$ cat src/rtl/sound_pkg.sv
// Shared sound codes, sequencer state encoding and event-priority helpers.
// Also imported by the PWM sound controller.
package sound_pkg;

  localparam logic [1:0] SND_STOP = 2'b00;
  localparam logic [1:0] SND_PONG = 2'b01;
  localparam logic [1:0] SND_PING = 2'b10;
  localparam logic [1:0] SND_GO   = 2'b11;

  typedef enum logic [1:0] {
    ST_IDLE = 2'b00,
    ST_TONE = 2'b01,
    ST_GAP  = 2'b10
  } seq_state_e;

  // Event vector layout is {goal, paddle, wall}; goal has the highest priority.
  function automatic logic [1:0] event_code(input logic [2:0] ev);
    logic [1:0] code;
    code = SND_STOP;
    if (ev[2]) begin
      code = SND_GO;
    end else if (ev[1]) begin
      code = SND_PING;
    end else if (ev[0]) begin
      code = SND_PONG;
    end else begin
      code = SND_STOP;
    end
    return code;
  endfunction

  function automatic logic multi_event(input logic [2:0] ev);
    return (ev[2] & ev[1]) | (ev[2] & ev[0]) | (ev[1] & ev[0]);
  endfunction

endpackage

$ cat src/rtl/sound_event_fifo.sv
// Small FIFO of pending 2-bit sound codes; DEPTH must be a power of two >= 2.
// A push on a full FIFO is accepted only when a pop happens in the same cycle.
module sound_event_fifo #(
  parameter int DEPTH = 4
) (
  input  logic       clk,
  input  logic       rst,
  input  logic       push,
  input  logic       pop,
  input  logic [1:0] wdata,
  output logic [1:0] rdata,
  output logic       full,
  output logic       empty
);

  localparam int PTR_W = (DEPTH > 1) ? $clog2(DEPTH) : 1;
  localparam int CNT_W = PTR_W + 1;

  logic [1:0]       mem_q [DEPTH];
  logic [1:0]       mem_d [DEPTH];
  logic [PTR_W-1:0] wr_q, wr_d, rd_q, rd_d;
  logic [CNT_W-1:0] cnt_q, cnt_d;
  logic             do_push_s, do_pop_s;

  assign full  = (cnt_q == CNT_W'(DEPTH));
  assign empty = (cnt_q == {CNT_W{1'b0}});
  assign rdata = mem_q[rd_q];

  // Next-state for storage, pointers and occupancy.
  always_comb begin
    mem_d     = mem_q;
    do_pop_s  = pop && !empty;
    do_push_s = push && (!full || do_pop_s);
    if (do_push_s) begin
      mem_d[wr_q] = wdata;
      wr_d        = wr_q + PTR_W'(1);
    end else begin
      wr_d = wr_q;
    end
    if (do_pop_s) begin
      rd_d = rd_q + PTR_W'(1);
    end else begin
      rd_d = rd_q;
    end
    case ({do_push_s, do_pop_s})
      2'b10:   cnt_d = cnt_q + CNT_W'(1);
      2'b01:   cnt_d = cnt_q - CNT_W'(1);
      default: cnt_d = cnt_q;
    endcase
  end

  // FIFO state registers.
  always_ff @(posedge clk or posedge rst) begin
    if (rst) begin
      for (int i = 0; i < DEPTH; i++) begin
        mem_q[i] <= 2'b00;
      end
      wr_q  <= {PTR_W{1'b0}};
      rd_q  <= {PTR_W{1'b0}};
      cnt_q <= {CNT_W{1'b0}};
    end else begin
      mem_q <= mem_d;
      wr_q  <= wr_d;
      rd_q  <= rd_d;
      cnt_q <= cnt_d;
    end
  end

endmodule

$ cat src/rtl/sound_event_sequencer.sv
// Turns one-cycle game-event pulses into timed sound codes followed by a silent gap.
// Optional macro SOUND_SEQ_QUEUE_EN replaces the single pending slot with an arrival-order FIFO.
module sound_event_sequencer
  import sound_pkg::*;
#(
  parameter int TONE_CYCLES = 1_200_000,
  parameter int GAP_CYCLES  = 240_000,
  parameter int QUEUE_DEPTH = 4
) (
  input  logic       clk,
  input  logic       rst,
  input  logic       ev_paddle,
  input  logic       ev_wall,
  input  logic       ev_goal,
  input  logic       mute_in,
  output logic [1:0] code_sound,
  output logic       mute,
  output logic       busy,
  output logic       drop
);

  localparam int MAX_CYC = (TONE_CYCLES > GAP_CYCLES) ? TONE_CYCLES : GAP_CYCLES;
  localparam int CNT_W   = $clog2(MAX_CYC);
  localparam logic [CNT_W-1:0] TONE_LOAD = CNT_W'(TONE_CYCLES - 1);
  localparam logic [CNT_W-1:0] GAP_LOAD  = CNT_W'(GAP_CYCLES - 1);

  seq_state_e       state_q, state_d;
  logic [CNT_W-1:0] cnt_q, cnt_d;
  logic [2:0]       ev_q, ev_d;
  logic [1:0]       code_q, code_d;
  logic             mute_q, mute_d, busy_q, busy_d, drop_q, drop_d;

  logic             win_valid_s, lose_s, reject_s, pop_s, store_valid_s;
  logic [1:0]       win_code_s, store_code_s;

  assign code_sound = code_q;
  assign mute       = mute_q;
  assign busy       = busy_q;
  assign drop       = drop_q;

  // Resolve the registered event pulses into one winner plus a loser flag.
  always_comb begin
    ev_d        = {ev_goal, ev_paddle, ev_wall};
    win_valid_s = |ev_q;
    win_code_s  = event_code(ev_q);
    lose_s      = multi_event(ev_q);
  end

`ifdef SOUND_SEQ_QUEUE_EN
  logic fifo_full_s, fifo_empty_s, push_s;

  always_comb begin
    pop_s         = (state_q == ST_IDLE) && !fifo_empty_s;
    push_s        = win_valid_s && (!fifo_full_s || pop_s);
    reject_s      = win_valid_s && !push_s;
    store_valid_s = !fifo_empty_s;
  end

  sound_event_fifo #(
    .DEPTH(QUEUE_DEPTH)
  ) u_fifo (
    .clk   (clk),
    .rst   (rst),
    .push  (push_s),
    .pop   (pop_s),
    .wdata (win_code_s),
    .rdata (store_code_s),
    .full  (fifo_full_s),
    .empty (fifo_empty_s)
  );
`else
  logic       pend_valid_q, pend_valid_d, accept_s;
  logic [1:0] pend_code_q, pend_code_d;

  // Single pending slot: accept only when the slot is free and nothing is playing.
  always_comb begin
    pop_s         = (state_q == ST_IDLE) && pend_valid_q;
    accept_s      = win_valid_s && !pend_valid_q && (state_q == ST_IDLE);
    reject_s      = win_valid_s && !accept_s;
    store_valid_s = pend_valid_q;
    store_code_s  = pend_code_q;
    if (accept_s) begin
      pend_valid_d = 1'b1;
      pend_code_d  = win_code_s;
    end else if (pop_s) begin
      pend_valid_d = 1'b0;
      pend_code_d  = pend_code_q;
    end else begin
      pend_valid_d = pend_valid_q;
      pend_code_d  = pend_code_q;
    end
  end

  // Pending slot registers.
  always_ff @(posedge clk or posedge rst) begin
    if (rst) begin
      pend_valid_q <= 1'b0;
      pend_code_q  <= SND_STOP;
    end else begin
      pend_valid_q <= pend_valid_d;
      pend_code_q  <= pend_code_d;
    end
  end
`endif

  // Tone/gap sequencing and next values of the registered outputs.
  always_comb begin
    state_d = state_q;
    cnt_d   = cnt_q;
    code_d  = code_q;
    case (state_q)
      ST_IDLE: begin
        if (store_valid_s) begin
          code_d  = store_code_s;
          cnt_d   = TONE_LOAD;
          state_d = ST_TONE;
        end else begin
          code_d = SND_STOP;
        end
      end
      ST_TONE: begin
        if (cnt_q == {CNT_W{1'b0}}) begin
          code_d  = SND_STOP;
          cnt_d   = GAP_LOAD;
          state_d = ST_GAP;
        end else begin
          cnt_d = cnt_q - CNT_W'(1);
        end
      end
      ST_GAP: begin
        if (cnt_q == {CNT_W{1'b0}}) begin
          state_d = ST_IDLE;
        end else begin
          cnt_d = cnt_q - CNT_W'(1);
        end
      end
      default: begin
        state_d = ST_IDLE;
        cnt_d   = {CNT_W{1'b0}};
        code_d  = SND_STOP;
      end
    endcase
    busy_d = (state_d != ST_IDLE);
    mute_d = mute_in || (state_d != ST_TONE);
    drop_d = lose_s || reject_s;
  end

  // State, counter, input-sampling and output registers.
  always_ff @(posedge clk or posedge rst) begin
    if (rst) begin
      state_q <= ST_IDLE;
      cnt_q   <= {CNT_W{1'b0}};
      ev_q    <= 3'b000;
      code_q  <= SND_STOP;
      mute_q  <= 1'b1;
      busy_q  <= 1'b0;
      drop_q  <= 1'b0;
    end else begin
      state_q <= state_d;
      cnt_q   <= cnt_d;
      ev_q    <= ev_d;
      code_q  <= code_d;
      mute_q  <= mute_d;
      busy_q  <= busy_d;
      drop_q  <= drop_d;
    end
  end

endmodule
$ cat config.mk
export PLATFORM = sky130hd
export DESIGN_NAME = sound_event_sequencer
export DESIGN_NICKNAME = d
export VERILOG_FILES = /design/src/rtl/sound_pkg.sv /design/src/rtl/sound_event_fifo.sv /design/src/rtl/sound_event_sequencer.sv
export SDC_FILE = /design/constraint.sdc
export NUM_CORES = 1
export LEC_CHECK = 0
export BUFFER_PORTS_ARGS = -buffer_cell sky130_fd_sc_hd__buf_2
export CELL_PAD_IN_SITES_DETAIL_PLACEMENT = 0
export CELL_PAD_IN_SITES_GLOBAL_PLACEMENT = 1
export CORE_MARGIN = 2
export CORE_UTILIZATION = 49
export CTS_BUF_LIST = sky130_fd_sc_hd__clkbuf_8
export DETAILED_ROUTE_END_ITERATION = 8
export PLACE_DENSITY_LB_ADDON = 0.1
export SLEW_MARGIN = 20
export SYNTH_ARGS = -nofsm -noshare
export SYNTH_HDL_FRONTEND = slang
export SYNTH_HIERARCHICAL = 1
export SYNTH_SLANG_ARGS = --single-unit
$ cat constraint.sdc
create_clock -name clk -period 2.4 [get_ports clk]
set_input_delay 0.48 -clock clk [delete_from_list [all_inputs] [get_ports clk]]
set_output_delay 0.48 -clock clk [all_outputs]
set_load 0.01 [all_outputs]
Word-level counts from Yosys, hierarchy flattened
Cells that the tools add are included.
W data, S select, Z words.
{"block": "word_totals", "mem_count": 0, "latchBits": 0, "ramBits": 0, "regBits": 34, "output_inout_bits": 5, "romBits": 0}
{"block": "classes", "n_eq_ne": 6, "n_bitwise": 6, "addsub": 1, "div": 0, "n_mux": 16, "n_lt_le_gt_ge": 0, "n_reduce_logical": 15, "shift": 0, "n_mul": 0}
{"op": "$mux W21", "count": 3}
{"op": "$pmux W21 S3", "count": 1}
{"op": "$logic_not A21 Y1", "count": 1}
{"op": "$sub A21 B1 Y21 const B", "count": 1}
{"op": "$mux W2", "count": 7}
{"op": "$pmux W2 S3", "count": 2}
{"op": "$ne A2 B2 Y1 const B", "count": 3}
{"op": "$logic_and A1 B1 Y1", "count": 4}
{"op": "$reduce_and A2 Y1", "count": 2}
{"op": "$reduce_bool A2 Y1", "count": 2}
{"op": "$and A1 B1 Y1", "count": 3}
{"op": "$mux W1", "count": 3}
{"op": "$reduce_or A3 Y1", "count": 1}
{"op": "$eq A2 B1 Y1 const B", "count": 1}
{"op": "$eq A2 B2 Y1 const B", "count": 1}
{"op": "$logic_not A1 Y1", "count": 2}
{"op": "$logic_not A2 Y1", "count": 1}
{"op": "$logic_or A1 B1 Y1", "count": 2}
{"op": "$ne A2 B1 Y1 const B", "count": 1}
{"op": "$or A1 B1 Y1", "count": 2}
{"op": "$not A1 Y1", "count": 1}

Depth between registers and ports, before layout
Gate-level depths: netlist (run 1).
{"block": "depth", "depth_word": 6, "ltp_mapped": 8}

Least setup slack after synthesis (run 1)
OpenSTA, ideal clock, no wires.
{"block": "synth_path", "path_type": "reg-to-reg", "from": "reg cnt_q[0]", "to": "reg cnt_q[18]", "stages_incl_launch_ff": 8, "path_slack_ns": 0.569, "arrival_ns": 1.710, "n_path_buf": 0, "setup_time_ns": 0.121, "path_cell_list": "dfrtp_1 > inv_1 > ha_1 > nor3b_2 > nand3_1 > nor4_4 > mux2i_1 > o21ai_1"}
{"block": "synth_via", "elab_chain_len": 3, "word_cells_on_any_way": 7}
{"element": "start: declaration", "line_no": "sound_event_sequencer.sv:28", "source": "logic [CNT_W-1:0] cnt_q, cnt_d;"}
{"element": "start signal: assignment", "line_no": "sound_event_sequencer.sv:152", "source": "cnt_q <= {CNT_W{1'b0}};"}
{"element": "start signal: assignment", "line_no": "sound_event_sequencer.sv:160", "source": "cnt_q <= cnt_d;"}
{"element": "$sub A21 B1 Y21 or $logic_not A21 Y1 (tied branches)"}
{"element": "$mux W21, or another cell as far along", "line_no": "sound_event_sequencer.sv:131", "source": "if (cnt_q == {CNT_W{1'b0}}) begin"}
{"element": "$pmux W21 S3 or $reduce_and A2 Y1 (tied branches)"}
Several ways; a longest one is shown, not always the timed one. The select of a mux whose other input is x is not followed.
A chain may end at the register's enable or synchronous reset.

Worst setup path after layout (run 1)
Same ends and word-level chain as after synthesis.

==> reports/metrics.yaml, run 1 <==
synth:
  syn_inst: 233
  synth_largest_area_cell: "dfrtp_1"
  post-synth-top-area-fraction_pct: 38.4
  ys_seq_area_share_pct: 39.6
  syn_area_per_cell_um2: 9.23
  ys_top_cells_by_count: "33 x dfrtp_1, 28 x nor2_1, 16 x nor3_1"
  ys_top_cells_by_area: "dfrtp_1 38%, nor2_1 4.9%, nor3_1 3.7%, o21ai_0 3.5%, nor4_4 3.0%"
  synth_area_mm2: 0.00215
  synth_warnings: 6
  syn_nets: 241
  synth_ff_type: "dfrtp_1"
  synth.distinct_cells: 58
  synth_edf_count: 0
  synth-seq-cells: 34
  async_flop_share_pct: 100
  post-synth-top-count-cell: "dfrtp_1"
clocking:
  cts_inserted_buffers: 5
  path_clk_slew_ps: 70
  clk_latency_ps: 290
  cts_tree: "done"
  cts.sinks: 34
  root_buffer: "clkbuf_8"
  h-tree-depth: 2
  cts_buffer_depth: 2
setup_path:
  path_max_fanout: 8
  end_kind: "flip-flop"
  arrival_ps: 2370
  crit_path_start_kind: "flip-flop"
  timing.rr.end: "cnt_q[18]"
  r2r_setup_slack_ps: 210
  timing.rr.start: "cnt_q[0]"
  required_ps: 2580
  worstSetupPathType: "reg2reg"
  r2r.worst_path.cells: 7
job:
  drv_cap: 0
global_route:
  grt_max_degree: 35
  grt_overflow_total: 0
  grt_pass1_vias: 1849
  grtUsageTotal_pct: 24.2
  gr-usage-met1_pct: 32.7
  grt_antenna_before_repair: 0
  met3_usage_pct: 6.49
  use_met2_pct: 36.0
  busiest_layer: "met2"
  grt_pass1_wl_um: 9210
detailed_routing:
  drt_pass1_iterations: 5
  drc: 0
  wirelength_um: 5630
  routedWlPerCell_um: 18.6
  drt_iter0_markers: 231
  via_per_inst: 6.53
  antenna_left: 0
  num_vias: 1973
pwr:
  combPwrFrac_pct: 21.1
  p_leak_uw: 0.000916
  p_int_uw: 1030
  power.density_mw_per_mm2: 666
  ir_drop_mv: 0.386
  p_clk_share_pct: 26.4
  p_sw_uw: 533
  switching_share_pct: 34.1
  p_seq_share_pct: 52.5
  finalPower_uw: 1560
timing:
  finClkSkew_ps: 10.1
  rsz0062_at_grt: "no"
  tns_ps: 0
  period_minus_slack_ps: 2190
  max_freq_ghz: 0.456
  slew_viol_final: 0
  slew_headroom_pct: 52.0
  min_period_over_period_pct: 91.4
  tightest_slew_ps: 718
  hold_viol_final: 0
  setup_viol: 0
floorplan:
  dieArea_mm2: 0.00494
  rows: 24
  die_x_um: 70.3
  fp.coreArea_mm2: 0.00429
  start_util_pct: 50.1
  io_pins: 11
  dieHeight_um: 70.3
placement:
  place.gp.congestion: 0.898
  place_hpwl_um: 3830
  port_buffers: 10
layout:
  num_antenna_cells: 0
  drive_gt1_share_pct: 20.8
  num-nets-final: 257
  post-route-util_pct: 54.6
  area_growth_pct: 8.96
  n_fill_cell: 405
status:
  status: "finished clean"
worst_hold_path:
  hp-class: "in2async"
[layer usage]
metal | wire (um) | vias to the layer above
met1 | 2460 | 941
met5 | 0 | -
met2 | 2560 | 99
met3 | 432 | 18
met4 | 173 | 0
li1 | - | 915
[final cells by class]
| type | count | area, um^2 | area share, % |
|---|---|---|---|
| Clock inverter | 3 | 13.8 | 0.587 |
| Timing Repair Buffer | 22 | 140 | 5.98 |
| Tap cell | 52 | 65.1 | 2.78 |
| Inverter | 8 | 30.0 | 1.28 |
| Multi-Input combinational cell | 178 | 1170 | 50.1 |
| Sequential cell | 34 | 852 | 36.4 |
| Clock buffer | 5 | 68.8 | 2.94 |
[flip-flops by register name (all words and copies together), names as in the netlist]
signal / count
cnt_q: 21
ev_q: 3
code_sound: 2
pend_code_q: 2
state_q: 2
busy: 1
drop: 1
mute: 1
pend_valid_q: 1
[critical path, stage by stage, from the launching register on]
cell     delay [ps]
dfrtp_1         440
inv_1           130
ha_1            220
nor3b_2         430
nand3_1         300
nor4_4          260
mux2i_1         240
o21ai_1          70
[what timing repair did]
action / in CTS / in global routing
buffers inserted: 0 / 3
gates resized for setup: 0 / 0
endpoints found under the setup margin: 0 / 6
hold endpoints to repair: 0 / 0
hold buffers: 0 / 0
[kinds of logic (layout without fill, tap and decap cells)]
family	after synthesis	after routing	synth area share, %
muxes	5	5	2.39
and+or+nand+nor	96	96	26.1
buffers and inverters	21	38	5.82
adders and majority gates	2	2	1.16
DFF	34	34	39.6
AOI/OAI and AO/OA	73	73	24.1
xor gates and xnor gates	2	2	0.815
[how the worst max path moves through the flow]
stage,start,end,slack (ps),depth (start not counted)
after global routing,cnt_q[0],cnt_q[10],30,7
after CTS,cnt_q[0],cnt_q[18],230,7
final,cnt_q[0],cnt_q[18],210,7
after floorplan,cnt_q[0],cnt_q[18],570,7
after detailed placement,cnt_q[1],cnt_q[18],240,7
after global placement,cnt_q[16],mute,300,5
[through the flow]
step | cell area, um^2 | std cells | hold slack [ps] | worst slack, ps
final | 2340 | 302 | 283 | 206
after floorplan | 2150 | 233 | 444 | 569
after CTS | 2320 | 299 | 288 | 227
after global placement | 2240 | 291 | 460 | 301
after global routing | 2340 | 302 | 282 | 25.2
after detailed placement | 2240 | 291 | 474 | 240
[placed cells by master (no fill, tap or decap), types with 2 or more instances in the layout]
cell	n
dfrtp_1	33
nor2_1	28
nor3_1	16
o21ai_0	15
nand2_1	14
a21oi_1	12
buf_4	12
buf_2	10
inv_1	9
a31oi_1	9
nand3_1	8
clkbuf_8	5
mux2i_1	4
a311oi_1	4
o211a_1	4
a311o_2	4
nor4_4	3
o21ai_1	3
a32o_1	3
and3_1	3
nor4_1	2
nor3_2	2
and3_2	2
nand4_1	2
or3_1	2
o31a_1	2
o41ai_1	2
or2_2	2
o22ai_1	2
a21boi_0	2
o31ai_1	2
ha_1	2
clkinv_2	2
[power groups by stage]
stage	Combinational [uW]	Clock (uW)	Sequential (uW)
after CTS	328	426	815
after floorplan	281	0	781
final	329	412	820
after global routing	374	453	833
after global placement	318	0	816
after detailed placement	325	0	826
Power figures use the tool's default switching activity.
==> run 2: changes to the inputs <==
Settings changed: CORE_UTILIZATION 49 to 47, CTS_BUF_LIST sky130_fd_sc_hd__clkbuf_8 to default.
==> reports/metrics.yaml, run 2 (synthesis gave the netlist of run 1 again) <==
status:
  status: "finished clean"  # unchanged
setup_path:
  r2r_setup_slack_ps: 180  # was 210 ps
  cp_num_buf_inv: 1  # unchanged
  r2r.worst_path.cells: 7  # unchanged
  cp_slowest_cell: "nor2_4"  # was dfrtp_1
  path_cells: "inv_1 > ha_1 > nor4b_1 > nand3_1 > nor2_4 > a21boi_0 > nand2b_1"  # was inv_1 > ha_1 > nor3b_2 > nand3_1 > nor4_4 > mux2i_1 > o21ai_1
  timing.rr.start: "cnt_q[0]"  # unchanged
  max_stage_delay_ps: 470  # was 440 ps
  worstSetupPathType: "reg2reg"  # unchanged
  required_ps: 2630  # was 2580 ps
  crit_path_start_kind: "flip-flop"  # unchanged
  path_max_fanout: 16  # was 8
  critPathTopFamily: "simple AND/OR/NAND/NOR gates"  # unchanged
  end_kind: "flip-flop"  # unchanged
  timing.rr.end: "mute"  # was cnt_q[18]
  arrival_ps: 2450  # was 2370 ps
global_route:
  grtUsageTotal_pct: 24.0  # was 24.2%
  grt_antenna_before_repair: 0  # unchanged
  grt_max_degree: 35  # unchanged
  grt_overflow_total: 0  # unchanged
  grt_pass1_wl_um: 9670  # was 9210 um
  grt_pass1_vias: 2004  # was 1,849
detailed_routing:
  antenna_left: 0  # unchanged
  drt_pass1_iterations: 6  # was 5
  drt_iter0_markers: 162  # was 231
  wirelength_um: 5730  # was 5630 um
  via_per_inst: 6.69  # was 6.53
  routedWlPerCell_um: 19.2  # was 18.6 um
  num_vias: 1999  # was 1,973
  drc: 0  # unchanged
clocking:
  cts_buffer_depth: 2  # unchanged
  cts_tree: "done"  # unchanged
  path_clk_slew_ps: 70  # about the same
  cts.sinks: 34  # unchanged
  h-tree-depth: 2  # unchanged
  root_buffer: "clkbuf_8"  # unchanged
  clk_latency_ps: 290  # about the same
  hold_buffers: 0  # unchanged
  cts_inserted_buffers: 5  # unchanged
  post-cts-setup-buffers: 0  # unchanged
  cts.repair.resized: 0  # unchanged
floorplan:
  die_x_um: 71.6  # was 70.3 um
  dieArea_mm2: 0.00513  # was 0.00494 mm^2
  fp.coreArea_mm2: 0.00438  # was 0.00429 mm^2
  io_pins: 11  # unchanged
  start_util_pct: 49.1  # was 50.1%
  rows: 24  # unchanged
  dieHeight_um: 71.6  # was 70.3 um
layout:
  final_common_cell: "dfrtp_1"  # unchanged
  design_area_mm2: 0.00234  # about the same
  largestRegisters: "cnt_q: 21 flops, ev_q: 3 flops"  # unchanged
  top_register: "cnt_q"  # unchanged
  largest_register_ffs: 21  # unchanged
  area_growth_pct: 9.02  # was 8.96%
  num-nets-final: 254  # was 257
  final_cells: 299  # was 302
  mostFrequentLayoutCells: "33 x dfrtp_1, 28 x nor2_1, 16 x nor3_1"  # unchanged
  drive_gt1_share_pct: 19.4  # was 20.8%
  num_antenna_cells: 0  # unchanged
timing:
  tns_ps: 0  # unchanged
  tightest_slew_ps: 663  # was 718 ps
  min_period_over_period_pct: 92.5  # was 91.4%
  rsz0062_at_grt: "no"  # unchanged
  max_freq_ghz: 0.450  # was 0.456 GHz
  worst_slack_ps: 179  # was 206 ps
  hold_viol_final: 0  # unchanged
  period_minus_slack_ps: 2220  # was 2190 ps
  slew_viol_final: 0  # unchanged
  slew_headroom_pct: 55.6  # was 52.0%
  finClkSkew_ps: 7.38  # was 10.1 ps
  setup_viol: 0  # unchanged
placement:
  place.gp.congestion: 0.853  # was 0.898
  place_hpwl_um: 3960  # was 3830 um
  port_buffers: 10  # unchanged
  place_ws_ps: 243  # was 240 ps
  placed_cells: 291  # unchanged
  dpl_cell_area_mm2: 0.00224  # unchanged
job:
  drv_cap: 0  # unchanged
pwr:
  p_leak_uw: 0.000904  # was 0.000916 uW
  power.density_mw_per_mm2: 716  # was 666 mW/mm^2
  ir_drop_mv: 0.493  # was 0.386 mV
worst_hold_path:
  hp-class: "in2async"  # unchanged
-- run 2: cell count changes in the layout (fill, tap and decap cells not counted), sizes merged --
cell / previous run / this run
buf: 22 / 19
clkbuf: 5 / 7
clkinv: 2 / 0
bufinv: 0 / 1
inv: 9 / 8
-- run 2: per-layer routing --
| layer | vias to the layer above | GRT usage, % | wire (um) |
|---|---|---|---|
| met2 | 85 | 38.7 | 2730 |
| met4 | 0 | 8.39 | 73 |
| met5 | - | 0 | 0 |
| li1 | 913 | - | - |
| met1 | 987 | 32.3 | 2590 |
| met3 | 14 | 4.50 | 348 |
-- run 2: worst min-delay path, cell delays in order --
cell and delay [ps]:
buf_2 90, inv_1 40, buf_4 390
-- run 2: power breakdown --
part / internal (uW) / switching (uW)
logic: 166 / 169
clock network: 311 / 213
registers: 667 / 153
-- run 2: worst max-delay path by stage --
stage / endpoint / slack (ps) / depth (start not counted) / startpoint
after floorplan: cnt_q[18] / 570 / 7 / cnt_q[0]
after global placement: mute / 310 / 7 / cnt_q[0]
after detailed placement: cnt_q[18] / 240 / 7 / cnt_q[0]
after CTS: cnt_q[18] / 220 / 7 / cnt_q[0]
after global routing: mute / 30 / 7 / cnt_q[0]
final: mute / 180 / 7 / cnt_q[0]
-- run 2: cell type report --
| class | count | area [um^2] |
|---|---|---|
| clock buffers | 7 | 76.3 |
| clock inverters | 1 | 30.0 |
| fillers | 406 | 2040 |
| inverters | 8 | 30.0 |
| multi-input cells | 178 | 1170 |
| flip-flops and latches | 34 | 852 |
| well taps | 52 | 65.1 |
| repair buffers | 19 | 118 |
-- run 2: metrics by stage --
stage	utilization [%]	hold WS (ps)	total power, uW
finish	53.5	282	1680
global route	53.5	288	1770
CTS	53.5	290	1680
detailed placement	51.1	471	1160
global placement	51.1	457	1140
floorplan	-	444	1060
